==> src/rtl/store_buffer_pkg.sv <==
// Shared types for the committed-store buffer: load/store width encoding,
// buffer entry layout and geometry.
package store_buffer_pkg;

   localparam int SB_DEPTH_LOG = 3;
   localparam int SB_DEPTH     = 2**SB_DEPTH_LOG;
   localparam int NUM_LANES    = 2;

   typedef logic bool;
   localparam bool true  = 1'b1;
   localparam bool false = 1'b0;

   typedef enum logic [1:0] {
      LDST_BYTE = 2'b00,
      LDST_HALF = 2'b01,
      LDST_WORD = 2'b10
   } ldst_mode_t;

   typedef struct packed {
      logic [31:0] addr;
      logic [31:0] data;
      ldst_mode_t  mode;
   } sb_entry_t;

endpackage

==> src/rtl/store_buffer_match.sv <==
// Per-load-port forwarding search: walks from the youngest entry (tail-1)
// back to head and reports on the first word-address match.
module sb_match
   import store_buffer_pkg::*;
#(
   parameter int DEPTH_LOG = SB_DEPTH_LOG
) (
   input  sb_entry_t                 ents [2**DEPTH_LOG],
   input  logic [2**DEPTH_LOG-1:0]   vld,
   input  logic [DEPTH_LOG-1:0]      head,
   input  logic [DEPTH_LOG-1:0]      tail,
   input  logic [31:0]               ld_addr,
   input  ldst_mode_t                ld_mode,
   output logic                      hit,
   output logic                      conflict,
   output logic [31:0]               data
);

   localparam int DEPTH = 2**DEPTH_LOG;

   logic [DEPTH_LOG-1:0] idx;
   logic                 found;
   logic                 done;
   logic                 unused_bits;

   always_comb begin
      hit      = false;
      conflict = false;
      data     = '0;
      found    = false;
      done     = false;
      idx      = tail;
      for (int k = 0; k < DEPTH; k++) begin
         idx = tail - DEPTH_LOG'(k + 1);
         if (!found && !done && vld[idx] && ents[idx].addr[31:2] == ld_addr[31:2]) begin
            found = true;
            // Only a full word over a full word can be forwarded safely.
            if (ents[idx].mode == LDST_WORD && ld_mode == LDST_WORD) begin
               hit  = true;
               data = ents[idx].data;
            end else begin
               conflict = true;
            end
         end
         if (idx == head) done = true;
      end
   end

   always_comb begin
      unused_bits = ^ld_addr[1:0];
      for (int i = 0; i < DEPTH; i++) unused_bits = unused_bits ^ (^ents[i].addr[1:0]);
   end

endmodule

==> src/rtl/store_buffer.sv <==
// Committed-store queue: 2 stores/cycle in from commit, 1 store/cycle out
// to the dmem write port, with youngest-match forwarding to both load ports.
module store_buffer
   import store_buffer_pkg::*;
(
   input  logic                  clk,
   input  logic                  rst_n,
   input  logic [1:0]            st_valid,
   input  logic [1:0][31:0]      st_addr,
   input  logic [1:0][31:0]      st_data,
   input  ldst_mode_t [1:0]      st_mode,
   output logic                  st_ready,
   output logic                  mem_we,
   output logic [31:0]           mem_wa,
   output logic [31:0]           mem_wd,
   output ldst_mode_t            mem_wm,
   input  logic [1:0][31:0]      ld_addr,
   input  ldst_mode_t [1:0]      ld_mode,
   output logic [1:0]            ld_hit,
   output logic [1:0][31:0]      ld_data,
   output logic [1:0]            ld_conflict,
   output logic                  empty
);

   localparam int CW = SB_DEPTH_LOG + 1;

   sb_entry_t               ents [SB_DEPTH];
   logic [SB_DEPTH_LOG-1:0] head;
   logic [SB_DEPTH_LOG-1:0] tail;
   logic [CW-1:0]           count;
   logic [SB_DEPTH_LOG-1:0] off;
   logic [SB_DEPTH-1:0]     vld;
   logic [1:0]              enq;
   logic [CW-1:0]           enq_cnt;
   logic                    drain;

   assign drain    = (count != '0);
   // Ignores the same-cycle drain so ready never depends on this cycle's inputs.
   assign st_ready = (count <= CW'(SB_DEPTH - 2));
   assign enq      = st_valid & {NUM_LANES{st_ready}};
   assign enq_cnt  = CW'(enq[0]) + CW'(enq[1]);

   always_comb begin
      off = '0;
      vld = '0;
      for (int i = 0; i < SB_DEPTH; i++) begin
         off    = SB_DEPTH_LOG'(i) - head;
         vld[i] = ({1'b0, off} < count);
      end
   end

   // Payloads are not reset; validity comes only from head/count.
   always_ff @(posedge clk) begin
      if (enq[0])
         ents[tail] <= '{addr: st_addr[0], data: st_data[0], mode: st_mode[0]};
      if (enq[1])
         ents[enq[0] ? tail + SB_DEPTH_LOG'(1) : tail] <=
            '{addr: st_addr[1], data: st_data[1], mode: st_mode[1]};
   end

   always_ff @(posedge clk or negedge rst_n) begin
      if (!rst_n) begin
         head  <= '0;
         tail  <= '0;
         count <= '0;
      end else begin
         head  <= head + SB_DEPTH_LOG'(drain);
         tail  <= tail + SB_DEPTH_LOG'(enq_cnt);
         count <= count + enq_cnt - CW'(drain);
      end
   end

   assign mem_we = drain;
   assign mem_wa = ents[head].addr;
   assign mem_wd = ents[head].data;
   assign mem_wm = ents[head].mode;
   assign empty  = !drain;

   for (genvar g = 0; g < NUM_LANES; g++) begin : g_ld
      sb_match #(.DEPTH_LOG(SB_DEPTH_LOG)) u_match (
         .ents     (ents),
         .vld      (vld),
         .head     (head),
         .tail     (tail),
         .ld_addr  (ld_addr[g]),
         .ld_mode  (ld_mode[g]),
         .hit      (ld_hit[g]),
         .conflict (ld_conflict[g]),
         .data     (ld_data[g])
      );
   end

   a_no_overrun: assert property (@(posedge clk) disable iff (!rst_n)
      !(|st_valid && !st_ready));

endmodule

==> config.mk <==
export PLATFORM = sky130hd
export DESIGN_NAME = store_buffer
export DESIGN_NICKNAME = d
export VERILOG_FILES = /design/src/rtl/store_buffer_pkg.sv /design/src/rtl/store_buffer_match.sv /design/src/rtl/store_buffer.sv
export SDC_FILE = /design/constraint.sdc
export NUM_CORES = 2
export LEC_CHECK = 0
export ABC_CLOCK_PERIOD_IN_PS = 6100
export CELL_PAD_IN_SITES_DETAIL_PLACEMENT = 1
export CELL_PAD_IN_SITES_GLOBAL_PLACEMENT = 2
export CORE_MARGIN = 3
export CORE_UTILIZATION = 25
export CTS_BUF_LIST = sky130_fd_sc_hd__clkbuf_16
export CTS_CLUSTER_DIAMETER = 200
export CTS_CLUSTER_SIZE = 12
export DETAILED_ROUTE_END_ITERATION = 8
export PLACE_DENSITY = 0.65
export SYNTH_ARGS = -nofsm -noshare
export SYNTH_HDL_FRONTEND = slang
export SYNTH_HIERARCHICAL = 1
export SYNTH_SLANG_ARGS = --single-unit
==> constraint.sdc <==
create_clock -name clk -period 6.1 [get_ports clk]
set_input_delay 0.915 -clock clk [delete_from_list [all_inputs] [get_ports clk]]
set_output_delay 0.915 -clock clk [all_outputs]
set_load 0.01 [all_outputs]
==> flow_summary.json <==
{
  "status": "finished, violations left",
  "violations": "negative setup slack",
  "drtAntennaViolNets": 0,
  "cts_root_buf": "clkbuf_16",
  "crit_path_cell_trace": "buf_12, inv_4, buf_4, buf_4, mux2i_4, o22a_1, o21ai_0, or4_4, or4_4, o2111ai_4, buf_8, buf_12, buf_16, nor2_4, buf_12, buf_4, a31oi_1, a21o_1, buf_2",
  "tritoncts": "yes",
  "cts.reportedPaths.clkPinSlew_ps": 90,
  "yosysSeqAreaShare_pct": 13.2,
  "synthTopCellsByCount": "1,264 x mux4_2, 1,026 x mux2_2, 975 x nand2_1, 634 x mux2i_1, 528 x dfxtp_1",
  "nets": 9198,
  "die_y_um": 578,
  "startpoint": "tail[0]",
  "rsz0062_at_grt": "true",
  "pin_count": 341,
  "drive_gt1_share_pct": 52.8,
  "fmax_ghz": 0.145,
  "via_count": 84300,
  "grt_max_degree": 125,
  "critPathLaunchType": "flop",
  "hold_path_class": "input pin to asynchronous set/reset pin",
  "netlist.area_leader.share_pct": 34.8,
  "seq_area_sq_um": 10800,
  "dp_hpwl_um": 404000,
  "rr_endpoint": "ents[311]",
  "via_per_inst": 6.32,
  "port_buffers": 336,
  "first_pass_iters": 6,
  "antenna_found_initial": 57,
  "r2r.worst_path.cells": 8,
  "path_class": "flop to output port",
  "synth.avg_cell_area_sq_um": 10.9,
  "clk_latency_ps": 770,
  "cp.depth": 19,
  "syn_area_sq_um": 81900,
  "slowest_delay_ps": 550,
  "cts.sinks": 538,
  "critPathTopFamily": "buffers and inverters",
  "crit_arrival_ps": 5980,
  "place_ws_ps": -1290,
  "synth_cell_types": 101,
  "ys_seq_elements": 538,
  "reg2reg_slack_ps": 1540,
  "yosysMostFrequentCell": "mux4_2",
  "initial_core_util_pct": 25.2,
  "crit_path_top_delay_cell": "or4_4",
  "synthArstFlopShare_pct": 1.86,
  "synth_top_cell_by_area": "mux4_2",
  "synthTopCellsByArea": "mux4_2 35%, mux2_2 14%, dfxtp_1 13%, mux2i_1 7.8%, nand2_1 4.5%",
  "slew-limit-headroom_pct": 10.1,
  "finalMaxSlewViolations": 0,
  "finalCoreUtilization_pct": 33.5,
  "cts.path.max_buffers": 3,
  "first_global_vias": 83500,
  "end_kind": "output port",
  "grt.total_usage_pct": 31.1,
  "htree_levels": 2,
  "syn_to_final_growth_pct": 32.8,
  "timing.final.ws_setup_ps": -797,
  "fill_cells": 35500,
  "endpoint": "ld_data[12]",
  "fp.coreArea_sq_um": 325000,
  "fin_crit_sh_pct": 113,
  "worstMarginPinSlew_ps": 1310,
  "maxCapViolations": 0,
  "required_ps": 5180,
  "grt_pass1_wl_um": 727000,
  "setup_viol": 68,
  "multiInputGateArea_sq_um": 69100,
  "wl_per_cell_um": 40.7,
  "finalSetupTns_ps": -45200,
  "ys_warn_count": 6,
  "die_area_sq_um": 334000,
  "cp_max_fo": 14,
  "drc": 0,
  "detail_route.wirelength_um": 542000,
  "hold_viol": 0,
  "rr_startpoint": "tail[0]",
  "row_count": 209,
  "syn_inst": 7500,
  "syn_nets": 7736,
  "fin_crit_ps": 6900,
  "path_buf_inv": 10,
  "synth-edff-count": 0,
  "finClkSkew_ps": 56.1,
  "gp_congestion": 1.08,
  "synth-main-ff-cell": "dfxtp_1",
  "drtIter0Drc": 10900,
  "overflow": 0,
  "die_x_um": 578,
  "cts_buffers": 51
}
cell usage in the layout (no fill, tap or decap), drive strengths merged, types with 20 or more instances in the layout:
master            n
and4             20
nand2           975
nor4             48
a211oi           34
a221oi           24
a21oi           163
clkdlybuf4s50   268
buf            1861
ha               30
a31oi            74
o21ai            86
nor2b            53
dfxtp           528
o22ai           105
or4              68
nor3             65
o2111ai          38
inv              79
nand4            81
nor2            170
nand3           116
nand2b           48
mux2i           634
nor4b            22
a22oi            30
or2              31
a21o             59
xnor2           373
mux2           1106
o32ai            56
clkinv           20
nor3b            23
diode            35
mux4           1268
clkbuf           62
xor2             30
o221ai           36
cells by family (layout without fill, tap and decap cells):
group / after synthesis / after routing / synth area share, %
DFF: 538 / 538 / 13.2
adders and majority gates: 32 / 32 / 0.507
and+or+nand+nor: 1800 / 1802 / 10.6
other: 0 / 35 / 0
buffers and inverters: 835 / 2301 / 5.34
AOI/OAI and AO/OA: 882 / 882 / 7.69
xor gates and xnor gates: 405 / 405 / 4.40
muxes: 3008 / 3008 / 58.2
state kept, by name, summed over array words and instances (netlist names):
signal	flops
tail	3
count	4
ents	528
head	3
stage by stage:
stage / cells / hold WS (ps) / cell area, sq um
6_report: 13300 / 576 / 109000
2_1_floorplan: 7500 / 575 / 81900
3_3_place_gp: 13000 / 579 / 102000
5_1_grt: 13300 / 577 / 109000
3_5_place_dp: 13000 / 597 / 102000
4_1_cts: 13200 / 525 / 107000
timing repair:
item / 4_1_cts / 5_1_grt
setup buffers: 124 / 67
pin swaps: 151 / 88
setup endpoints to repair: 68 / 68
resized for setup: 636 / 262
hold buffers: 0 / 0
gates cloned: 27 / 10
layout make-up:
cell class	count	area share (%)
inverters	93	0.339
clock buffers	52	1.20
multi-input cells	6129	63.6
diodes	35	0.0805
flip-flops and latches	538	9.97
clock inverters	7	0.0713
well taps	4325	4.98
repair buffers	2149	19.8
metal layers:
metal	up-vias	wire length [um]	global-route usage (%)
met5	-	157	0
met4	26	34900	16.1
met3	1094	54800	7.39
met2	5347	231000	46.2
met1	44900	221000	41.8
li1	32900	-	-
worst min-delay path by stage:
stage,from,to,slack (ps),cells after the start
finish,rst_n,tail[0],580,1
detailed placement,ents[35],ents[35],600,2
CTS,rst_n,count[3],530,1
global route,rst_n,count[3],580,1
floorplan,count[0],count[0],570,1
global placement,ents[430],ents[430],580,2
Power is left out: the tool's default activity adds up to more than one toggle a clock period on the data nets, which glitch-free logic cannot reach.
